==> src/rtl/midi_rx_arb.sv <==
// midi_rx_arb
// Merges the byte outputs of N_CH uart_rx receivers into the single write
// port of the MIDI ingress FIFO. Each completed byte is captured into a
// per-channel holding register on the rising edge of its ready level, then
// written to the FIFO tagged with its channel number. Pending channels are
// served round-robin.
//
// Ports:
//   clk            system clock shared with the receivers
//   reset          asynchronous active-high reset, clears all state
//   uart_data      channel c byte on bits [8c+7:8c]
//   uart_data_rdy  per-channel ready level; only rising edges matter
//   fifo_full      ingress FIFO full, sampled only while idle
//   fifo_wr        one-cycle FIFO write strobe
//   fifo_dat       {channel, byte} presented with fifo_wr
//   pending        holding register c is occupied
//   overrun        sticky: a byte on channel c was dropped
//   ovr_clr        per-channel clear pulse for overrun
module midi_rx_arb #(
   parameter int N_CH = 4,
   localparam int CW = $clog2(N_CH)
) (
   input  logic              clk,
   input  logic              reset,
   input  logic [8*N_CH-1:0] uart_data,
   input  logic [N_CH-1:0]   uart_data_rdy,
   input  logic              fifo_full,
   output logic              fifo_wr,
   output logic [8+CW-1:0]   fifo_dat,
   output logic [N_CH-1:0]   pending,
   output logic [N_CH-1:0]   overrun,
   input  logic [N_CH-1:0]   ovr_clr
);

   typedef enum logic [0:0] {
      IDLE  = 1'b0,
      WRITE = 1'b1
   } state_t;

   state_t          state;
   state_t          state_next;
   logic [N_CH-1:0] rdy_q;
   logic [N_CH-1:0] rise;
   logic [N_CH-1:0] clr;
   logic [N_CH-1:0] capture;
   logic [N_CH-1:0] pending_next;
   logic [N_CH-1:0] overrun_next;
   logic [7:0]      hold [N_CH];
   logic [CW-1:0]   ptr;
   logic [CW-1:0]   sel;
   logic [CW-1:0]   pick;
   logic [CW-1:0]   scan_idx;
   logic            found;
   logic            grant;

   assign rise    = uart_data_rdy & ~rdy_q;
   // A holding register being emptied on this edge may accept a new byte,
   // so a rise during the write exit edge is a capture, never an overrun.
   assign capture = rise & (~pending | clr);
   assign pending_next = capture | (pending & ~clr);
   // Set has priority over clear when both land on the same edge.
   assign overrun_next = (rise & ~capture) | (overrun & ~ovr_clr);
   assign fifo_wr  = (state == WRITE);

   // Decode which holding register is being emptied on this edge.
   always_comb begin
      clr = '0;
      for (int c = 0; c < N_CH; c++) begin
         if ((state == WRITE) && (sel == CW'(c))) begin
            clr[c] = 1'b1;
         end else begin
            clr[c] = 1'b0;
         end
      end
   end

   // Round-robin scan: first pending channel at or above ptr, wrapping.
   // N_CH is a power of two, so CW-bit addition wraps naturally.
   always_comb begin
      found    = 1'b0;
      pick     = ptr;
      scan_idx = ptr;
      for (int i = 0; i < N_CH; i++) begin
         scan_idx = ptr + CW'(i);
         if (!found && pending[scan_idx]) begin
            found = 1'b1;
            pick  = scan_idx;
         end else begin
            found = found;
         end
      end
   end

   // Next-state logic; fifo_full is only consulted in IDLE so a started
   // write always completes.
   always_comb begin
      state_next = state;
      grant      = 1'b0;
      case (state)
         IDLE: begin
            if (found && !fifo_full) begin
               grant      = 1'b1;
               state_next = WRITE;
            end else begin
               state_next = IDLE;
            end
         end
         WRITE: begin
            state_next = IDLE;
         end
         default: begin
            state_next = IDLE;
         end
      endcase
   end

   // State, edge detect, holding registers, flags and FIFO data register.
   always_ff @(posedge clk or posedge reset) begin
      if (reset) begin
         state    <= IDLE;
         rdy_q    <= '0;
         pending  <= '0;
         overrun  <= '0;
         ptr      <= '0;
         sel      <= '0;
         fifo_dat <= '0;
         for (int c = 0; c < N_CH; c++) begin
            hold[c] <= 8'h00;
         end
      end else begin
         state   <= state_next;
         rdy_q   <= uart_data_rdy;
         pending <= pending_next;
         overrun <= overrun_next;
         for (int c = 0; c < N_CH; c++) begin
            if (capture[c]) begin
               hold[c] <= uart_data[8*c +: 8];
            end else begin
               hold[c] <= hold[c];
            end
         end
         if (grant) begin
            sel      <= pick;
            fifo_dat <= {pick, hold[pick]};
         end else begin
            sel      <= sel;
            fifo_dat <= fifo_dat;
         end
         if (state == WRITE) begin
            ptr <= sel + CW'(1);
         end else begin
            ptr <= ptr;
         end
      end
   end

endmodule
==> config.mk <==
export PLATFORM = sky130hd
export DESIGN_NAME = midi_rx_arb
export DESIGN_NICKNAME = d
export VERILOG_FILES = /design/src/rtl/midi_rx_arb.sv
export SDC_FILE = /design/constraint.sdc
export NUM_CORES = 1
export LEC_CHECK = 0
export CORE_UTILIZATION = 49
export CTS_CLUSTER_SIZE = 28
export DETAILED_ROUTE_END_ITERATION = 12
export PLACE_DENSITY = 0.85
export SETUP_SLACK_MARGIN = 0.2
export SLEW_MARGIN = 40
export SYNTH_ARGS = -nofsm -noshare
export SYNTH_HDL_FRONTEND = slang
export SYNTH_SLANG_ARGS = --single-unit
==> constraint.sdc <==
create_clock -name clk -period 2.96 [get_ports clk]
set_input_delay 0.444 -clock clk [delete_from_list [all_inputs] [get_ports clk]]
set_output_delay 0.444 -clock clk [all_outputs]
set_load 0.005 [all_outputs]
==> results of run 1 <==
[state kept, by name, indices dropped and copies added, names as in the netlist]
| register | count |
|---|---|
| rdy_q | 4 |
| ptr | 2 |
| fifo_dat | 10 |
| pending | 4 |
| fifo_wr | 1 |
| overrun | 4 |
| hold | 32 |
[per-stage QoR]
stage | worst slack (ps) | hold WS [ps] | utilization, % | std cells | instance area [um2]
after floorplan | 880 | 472 | - | 196 | 2510
after global placement | 692 | 485 | 67.1 | 325 | 3230
after detailed placement | 663 | 491 | 67.2 | 325 | 3240
after CTS | 652 | 481 | 70.9 | 341 | 3410
after global routing | 551 | 524 | 71.0 | 341 | 3420
final | 616 | 476 | 71.0 | 341 | 3420
[layout by cell type, fill, tap and decap left out, drive strengths merged, types with 3 or more instances in the layout]
cell / Yosys / layout
a21oi: 12 / 12
inv: 8 / 8
o22ai: 4 / 4
nand2b: 5 / 5
nor2b: 3 / 3
nand3: 7 / 7
dfrtp: 57 / 57
clkbuf: 1 / 13
clkdlybuf4s50: 0 / 61
nand2: 13 / 13
mux2: 41 / 41
ha: 4 / 4
nor2: 5 / 5
o21ai: 8 / 8
a221o: 7 / 7
clkinv: 0 / 3
buf: 3 / 5
[worst max path at each step]
stage / end / from / slack (ps)
after floorplan: fifo_dat[7] / pending[0] / 880
after global placement: fifo_dat[6] / pending[3] / 690
after detailed placement: fifo_dat[7] / pending[0] / 660
after CTS: fifo_dat[7] / pending[0] / 650
after global routing: fifo_dat[7] / pending[0] / 550
final: fifo_dat[7] / pending[0] / 620
[synth_stat cells (all sizes together), types with 2 or more instances]
| cell type | number | share of area (%) |
|---|---|---|
| o21a | 2 | 0.60 |
| nor2b | 3 | 0.85 |
| a21oi | 12 | 2.4 |
| nand3 | 7 | 1.4 |
| nand2b | 5 | 1.2 |
| mux2 | 41 | 18 |
| o21ai | 8 | 1.6 |
| nor2 | 5 | 0.95 |
| a21o | 2 | 0.60 |
| dfrtp | 57 | 57 |
| o31ai | 2 | 0.80 |
| buf | 3 | 0.70 |
| nand2 | 13 | 1.9 |
| ha | 4 | 2.0 |
| inv | 8 | 1.2 |
| o22ai | 4 | 1.0 |
| a221o | 7 | 2.8 |
[worst reg2reg max path: stages (launching register included)]
cell,delay [ps]
dfrtp_1,480
nor2b_2,220
or4_1,690
nand2_1,180
mux2_1,340
a221o_1,320
[layout make-up]
cell class | instances | area (um2) | share of cell area [%]
sequential | 57 | 1430 | 41.7
timing repair buffer | 66 | 661 | 19.3
clock buffer | 13 | 159 | 4.65
clock inverter | 3 | 15.0 | 0.439
multi-input combinational | 127 | 1040 | 30.5
inverter | 8 | 30.0 | 0.878
tap | 67 | 83.8 | 2.45
[per-layer routing]
metal	vias up	share of wire (%)
li1	857	-
met1	941	44
met2	70	49
met3	9	5.8
met4	0	1.5
met5	-	0
[logic make-up after synthesis]
kind of cell,count (synthesis),synth area share (%)
flops,57,56.9
mux,42,18.8
fa+ha+maj,4,2.00
simple gates,40,9.13
buf+inv,12,2.05
compound gates,41,11.1
[power breakdown]
group          internal [uW]  leakage [uW]  switching [uW]  total [uW]
Clock                    345     0.0000932             296         641
Combinational            694      0.000689             522        1220
Sequential              1120      0.000680             264        1380
==> results.toml, run 1 <==
[floorplan]
start_util_pct = 52.1
core_mm2 = 0.00482
die_y_um = 73.5
ios = 62
die_area_mm2 = 0.00541
fp-row-count = 25
fp.dieW_um = 73.5

[timing]
finalCritPeriodShare_pct = 79.2
timing.final.hold_violations = 0
min_period_ps = 2340
rsz0062_at_grt = "false"
slew_headroom_pct = 54.0
clock_skew_ps = 5.68
worstMarginPinSlew_ps = 672
setup-tns-final_ps = 0
slew_viol_final = 0
setup_viol = 0
fmax_mhz = 427

[yosys]
synth_area_per_cell_um2 = 12.8
synth-edff-count = 0
ys_types = 37
async_flop_share_pct = 100
syn_nets = 243
ys_ff_latch = 57
ys_seq_area_share_pct = 56.9
synth_area_mm2 = 0.00251
yosys_warnings = 0
ys.flop_type = "dfrtp_1"
syn_inst = 196

[drt]
via_per_inst = 5.50
drt_wl_total_um = 5540
wl_per_cell_um = 16.3
drc_errors = 0
vias = 1877
initialDrtViolationCount = 93
dr.pass1.iters = 4
postRouteAntennaNets = 0

[clock_network]
path_clk_slew_ps = 60
cts.htree.levels = 3
cts-root-buf = "clkbuf_8"
post_cts_buffers = 0
cts_sinks = 57
cts_tree = "built"
cts_resized = 0
cts_buffers = 9
clock_latency_ps = 340
clock_path_buffers = 2
hold_buffers = 0

[critical_path]
reg2reg_setup_slack_ps = 620
r2r-end = "fifo_dat[7]"
path_class = "flip-flop to flip-flop"
cpPeakStageDelay_ps = 690
cp.required_ps = 3180
cp-end-kind = "flip-flop"
crit_buf_inv = 0
crit_path_top_delay_cell = "or4_1"
critPathLaunchType = "flip-flop"
cp_cell_sequence = "nor2b_2 -> or4_1 -> nand2_1 -> mux2_1 -> a221o_1"
r2r_cells = 5
path_max_fanout = 8
critPathTopFamily = "simple AND/OR/NAND/NOR gates"
path_depth = 5
rr_startpoint = "pending[0]"
critPathArrivalTime_ps = 2570

[global_routing]
grt_max_degree = 34
grt_pass1_vias = 1882
overflow = 0
met1_usage_pct = 29.7
met2_usage_pct = 36.1
use_met3_pct = 7.68
track_usage_pct = 22.9
grt_antenna_before_repair = 0
grt_pass1_wl_um = 8870
grt-busiest-layer = "met2"

[run]
maxCapViolations = 0

[layout]
fillers = 369
diodes = 0
synthToLayoutAreaGrowth_pct = 36.3
num-nets-final = 316
drive_gt1_share_pct = 22.6

[power_and_ir_drop]
p_leak_uw = 0.00146
power_density_mw_per_mm2 = 948
power.total_uw = 3240
ir_drop_mv = 0.616

[place]
place.gp.congestion = 0.797
post-dp-hpwl_um = 3990
port_buffers = 61

[outcome]
status = "complete, no violations"

[min_path]
hp-class = "primary input to async pin"
No activity file was read; power rests on OpenSTA's default activity.
==> run 2: changes to the inputs <==
--- a/config.mk
+++ b/config.mk
@@ -5,10 +5,10 @@
 export SDC_FILE = /design/constraint.sdc
 export NUM_CORES = 1
 export LEC_CHECK = 0
-export CORE_UTILIZATION = 49
+export CORE_UTILIZATION = 44
 export CTS_CLUSTER_SIZE = 28
 export DETAILED_ROUTE_END_ITERATION = 12
-export PLACE_DENSITY = 0.85
+export PLACE_DENSITY = 0.81
 export SETUP_SLACK_MARGIN = 0.2
 export SLEW_MARGIN = 40
 export SYNTH_ARGS = -nofsm -noshare
==> constraint.sdc (replaced) <==
create_clock -name clk -period 2 [get_ports clk]
set_input_delay 0.3 -clock clk [delete_from_list [all_inputs] [get_ports clk]]
set_output_delay 0.3 -clock clk [all_outputs]
set_load 0.005 [all_outputs]
==> run 2 against run 1 <==
  * Power is 71% higher
  * Clock skew fell by 1.1 ps
  * Final cell count up 7.3%
  * Hold slack lost 260 ps
  * Critical path depth stayed put
  * Via count increased by 1.2%
  * Register-to-register slack worse by 590 ps
  * Design area is 8.3% higher
  * Sequential power rose by 46%
  * Sequential share of layout area is 3.2 points lower
  * Largest power group is now combinational cells
==> results.toml, run 2 (synthesized netlist as in run 1, its figures left out) <==
[drt]
drc_errors = 0
wl_per_cell_um = 15.5
dr.pass1.iters = 7
vias = 1900
drt_wl_total_um = 5680
postRouteAntennaNets = 0
initialDrtViolationCount = 155
via_per_inst = 5.19

[layout]
synthToLayoutAreaGrowth_pct = 47.6
drive_gt1_share_pct = 33.3
finish.instance_area_mm2 = 0.00370
diodes = 0
final_cell_mix = "clkdlybuf4s50_1 (61), dfrtp_1 (56), mux2_2 (34)"
regMostFlops = "hold"
layout_commonest_cell = "clkdlybuf4s50_1"
top_regs = "hold (32), fifo_dat (10)"
fillers = 400
num-nets-final = 336
largest_reg_flops = 32

[place]
preCtsSetupSlack_ps = 9.41
placed_area_mm2 = 0.00336
post-dp-hpwl_um = 4060
place.gp.congestion = 0.826
port_buffers = 61

[clock_network]
path_clk_slew_ps = 70
cts.htree.levels = 3
cts_buffers = 9
clock_path_buffers = 2
cts-root-buf = "clkbuf_8"
cts_tree = "built"
cts_sinks = 57
hold_buffers = 0
clock_latency_ps = 320

[power_and_ir_drop]
power_density_mw_per_mm2 = 1490
p_leak_uw = 0.00162
ir_drop_mv = 0.722

[global_routing]
grt_max_degree = 49
met2_usage_pct = 31.0
grt_pass1_vias = 1842
grt-busiest-layer = "met2"
overflow = 0
grt_pass1_wl_um = 9070
grt_antenna_before_repair = 0
use_met3_pct = 4.71
track_usage_pct = 20.2
met1_usage_pct = 26.7

[floorplan]
fp-row-count = 27
fp.dieW_um = 77.5
core_mm2 = 0.00551
ios = 62
start_util_pct = 45.5
die_area_mm2 = 0.00600
die_y_um = 77.5

[timing]
timing.final.hold_violations = 0
holdWs_ps = 221
setup_viol = 0
slew_viol_final = 0
rsz0062_at_grt = "true"
fmax_mhz = 507
min_period_ps = 1970
worstMarginPinSlew_ps = 324
clock_skew_ps = 4.55
slew_headroom_pct = 78.2
finalCritPeriodShare_pct = 98.6
finalWorstSetupSlack_ps = 27.4

[min_path]
hp-class = "primary input to async pin"

[outcome]
status = "complete, no violations"

[critical_path]
r2r_cells = 5
cp.required_ps = 2210
critPathLaunchType = "flip-flop"
r2r-end = "fifo_dat[7]"
reg2reg_setup_slack_ps = 30
path_class = "flip-flop to flip-flop"
cp-end-kind = "flip-flop"
path_max_fanout = 3
rr_startpoint = "ptr[1]"
critPathArrivalTime_ps = 2180

[run]
maxCapViolations = 0
[run 2: changes by cell type in the layout (fill, tap and decap cells not counted), moves of 2 or more]
cell,before,now
mux2_4,0,7
buf_4,4,24
bufinv_16,0,2
mux2_1,7,0
[run 2: worst max-delay path by stage]
stage | to | slack (ps) | cells past startpoint | from
CTS | fifo_dat[7] | 40 | 5 | pending[0]
detailed placement | fifo_dat[7] | 9 | 5 | pending[0]
global route | fifo_dat[7] | -40 | 5 | ptr[1]
finish | fifo_dat[7] | 30 | 5 | ptr[1]
floorplan | fifo_dat[7] | -50 | 7 | pending[3]
global placement | fifo_dat[7] | 90 | 5 | pending[0]
[run 2: timing repair]
action	4_1_cts	5_1_grt
gates resized for setup	7	7
buffers inserted	2	5
pin swaps	2	7
setup endpoints to repair	8	9
[run 2: layout make-up]
cell class	count	area [um2]	share of cell area, %
clock buffer	11	141	3.82
tap	72	90.1	2.43
timing repair buffer	86	811	21.9
inverter	8	30.0	0.811
sequential	57	1430	38.6
multi-input combinational	127	1120	30.3
clock inverter	5	78.8	2.13
[run 2: worst max-delay path, stage by stage (launching register included)]
cell and delay (ps):
dfrtp_1 400, and3b_2 240, or4_4 550, nand2_4 90, mux2_4 290, a221o_1 290
[run 2: per-layer routing]
| metal | vias up | wire length (um) |
|---|---|---|
| met5 | - | 0 |
| met4 | 0 | 66 |
| met3 | 7 | 280 |
| met2 | 60 | 2770 |
| met1 | 934 | 2570 |
| li1 | 899 | - |
[run 2: report_power, final]
group	switching, uW	total (uW)	internal (uW)	leakage [uW]
Sequential	357	2010	1660	0.000679
Clock	454	1190	734	0.000113
Combinational	916	2320	1410	0.000831
Total	1730	5520	3800	0.00162
[run 2: stage by stage]
step,TNS (ps),utilization (%),power (uW),cells
3_3_place_gp,0,61.1,3980,343
3_5_place_dp,0,61.1,4070,343
5_1_grt,-63.4,67.2,5860,366
6_report,0,67.2,5520,366
2_1_floorplan,-48.6,-,3210,196
4_1_cts,0,65.8,5360,361
==> run 3: changes to the inputs <==
--- a/config.mk
+++ b/config.mk
@@ -5,10 +5,11 @@
 export SDC_FILE = /design/constraint.sdc
 export NUM_CORES = 1
 export LEC_CHECK = 0
-export CORE_UTILIZATION = 44
+export ABC_AREA = 1
+export CORE_UTILIZATION = 46
 export CTS_CLUSTER_SIZE = 28
 export DETAILED_ROUTE_END_ITERATION = 12
-export PLACE_DENSITY = 0.81
+export PLACE_DENSITY = 0.74
 export SETUP_SLACK_MARGIN = 0.2
 export SLEW_MARGIN = 40
 export SYNTH_ARGS = -nofsm -noshare
==> run 3 against run 2 <==
  * Non-clock buffer count is 11 lower
  * Sequential share of layout area is 2.2 points lower
  * Sequential power is 2% higher
  * First-iteration DRC count is 26% lower
  * Die area is 8.4% higher
  * Design area is 6.3% higher
  * Clock skew is 7.3 ps higher
  * Combinational power is 57% higher
  * Hold slack better by 120 ps
  * Largest cell class unchanged
  * Largest power group unchanged
==> results.toml, run 3 <==
[clock_network]
clock_latency_ps = 330
clock_path_buffers = 2
cts_sinks = 57
cts-root-buf = "clkbuf_8"
cts.htree.levels = 3
cts_buffers = 9
cts_tree = "built"
hold_buffers = 0
path_clk_slew_ps = 70

[timing]
timing.final.hold_violations = 0
rsz0062_at_grt = "true"
slew_headroom_pct = 76.9
finalCritPeriodShare_pct = 95.5
slew_viol_final = 0
clock_skew_ps = 11.8
setup_viol = 0
min_period_ps = 1910
worstMarginPinSlew_ps = 345
holdWs_ps = 338
fmax_mhz = 524

[power_and_ir_drop]
power.total_uw = 6760
power_density_mw_per_mm2 = 1720
ir_drop_mv = 0.951
p_leak_uw = 0.00193

[global_routing]
overflow = 0
grt_pass1_vias = 2308
grt_max_degree = 58
track_usage_pct = 22.2
grt_pass1_wl_um = 10600
grt_antenna_before_repair = 0

[layout]
top_regs = "hold (32), fifo_dat (10)"
layout_commonest_cell = "nand2_1"
diodes = 0
fillers = 494
drive_gt1_share_pct = 24.8
largest_reg_flops = 32
synthToLayoutAreaGrowth_pct = 38.2
final_cell_mix = "nand2_1 (112), clkdlybuf4s50_1 (61), dfrtp_1 (55)"
regMostFlops = "hold"
num-nets-final = 443

[yosys]
syn_nets = 366
synth_area_mm2 = 0.00285
synth_top_area_cell = "dfrtp_1"
yosys_warnings = 0
ys_ff_latch = 57
ys_types = 24
synth_top_cells_by_area = "dfrtp_1 (50%), nand2_1 (16%), mux2_2 (11%), nand3_1 (4.7%), inv_1 (2.9%)"
synth_top_area_share_pct = 50.1
synth_common_cells = "nand2_1 (125), dfrtp_1 (57), mux2_2 (29), nand3_1 (27), inv_1 (22)"
async_flop_share_pct = 100
synth-edff-count = 0
synth_most_common_cell = "nand2_1"
ys.flop_type = "dfrtp_1"
ys_seq_area_share_pct = 50.1
syn_inst = 319
synth_area_per_cell_um2 = 8.92

[drt]
vias = 2361
initialDrtViolationCount = 115
drt_wl_total_um = 6350
wl_per_cell_um = 13.4
postRouteAntennaNets = 0
via_per_inst = 4.97
drc_errors = 0
dr.pass1.iters = 4

[floorplan]
die_y_um = 80.7
fp.dieW_um = 80.7
core_mm2 = 0.00596
die_area_mm2 = 0.00651
ios = 62
fp-row-count = 28
start_util_pct = 47.8

[critical_path]
rr_startpoint = "ptr[0]"
crit_start = "ptr[0]"
cp_cell_sequence = "buf_6 -> nand2_2 -> nand2_2 -> nand2_2 -> nand2_4 -> nor2_4 -> nand4_4 -> buf_6 -> nand3_2 -> nand2_1 -> nand2_1 -> nand2_1 -> nand2_1 -> nand2_1"
path_common_cell = "nand2_1"
cpPeakStageDelay_ps = 450
path_max_fanout = 7
critPathArrivalTime_ps = 2130
cp.required_ps = 2220
cp-end-kind = "flip-flop"
critPathLaunchType = "flip-flop"
r2r-end = "fifo_dat[2]"
crit_path_top_delay_cell = "dfrtp_2"
reg2reg_setup_slack_ps = 90
r2r_cells = 14
path_class = "flip-flop to flip-flop"

[run]
maxCapViolations = 0

[place]
port_buffers = 61
place.gp.congestion = 0.856
post-dp-hpwl_um = 4500

[min_path]
hp-class = "primary input to async pin"

[outcome]
status = "complete, no violations"
==> run 3: cell types whose count changed after synthesis, sizes merged, moves of 4 or more <==
cell / change
mux2: -12
a21oi: -8
buf: +4
inv: +17
nand2: +124
nand3: +21
nand2b: -5
a221o: -7
nor2: +6
==> run 3: worst max-delay path: cells and delay by family (launching register included) <==
kind / cells / cell delay (ps)
buffers and inverters: 2 / 350
DFF: 1 / 450
and+or+nand+nor: 12 / 1010
==> run 3: cell type report <==
| cell class | count | area [um2] | share of cell area (%) |
|---|---|---|---|
| sequential | 57 | 1430 | 36.3 |
| multi-input combinational | 228 | 1370 | 34.8 |
| timing repair buffer | 75 | 744 | 18.9 |
| clock buffer | 12 | 155 | 3.95 |
| inverter | 25 | 101 | 2.58 |
| tap | 75 | 93.8 | 2.39 |
| clock inverter | 3 | 40.0 | 1.02 |
==> run 3: logic make-up after synthesis <==
logic type / Yosys count / share of synthesized area (%)
AOI/OAI and AO/OA: 17 / 3.43
adders and majority gates: 4 / 1.76
buffers and inverters: 34 / 5.58
DFF: 57 / 50.1
muxes: 29 / 11.5
and+or+nand+nor: 178 / 27.6
==> run 3: per-layer routing <==
| layer | up-vias | global-route usage [%] | wire (um) |
|---|---|---|---|
| li1 | 1178 | - | - |
| met1 | 1117 | 30.5 | 2910 |
| met2 | 55 | 32.4 | 3030 |
| met3 | 11 | 4.32 | 244 |
| met4 | 0 | 12.9 | 161 |
| met5 | - | 0 | 0 |
==> run 3: how the worst max path moves through the flow <==
| stage | depth (start not counted) | endpoint |
|---|---|---|
| 5_1_grt | 14 | fifo_dat[1] |
| 4_1_cts | 14 | fifo_dat[5] |
| 6_report | 14 | fifo_dat[2] |
| 2_1_floorplan | 1 | fifo_dat[0] |
| 3_3_place_gp | 13 | fifo_dat[2] |
| 3_5_place_dp | 15 | fifo_dat[2] |
==> run 3: repair_timing <==
action	in CTS	in global routing
resized for setup	20	16
endpoints found under the setup margin	8	21
setup buffers	4	1
pin swaps	8	20
gates cloned	1	0
==> run 3: through the flow <==
stage               util [%]  worst slack, ps  cells  area, um2  TNS, ps
finish                  66.0             90.8    475       3930        0
global route            66.0            -31.4    475       3930     -121
CTS                     65.0              149    474       3870        0
detailed placement      59.8             62.8    454       3560        0
global placement        59.8             90.8    454       3560        0
floorplan                  -              300    319       2850        0
==> run 3: report_power, final <==
group / switching (uW) / total [uW] / leakage, uW / internal, uW
Clock: 435 / 1070 / 0.000102 / 632
Sequential: 385 / 2050 / 0.000678 / 1670
Combinational: 2000 / 3640 / 0.00115 / 1630
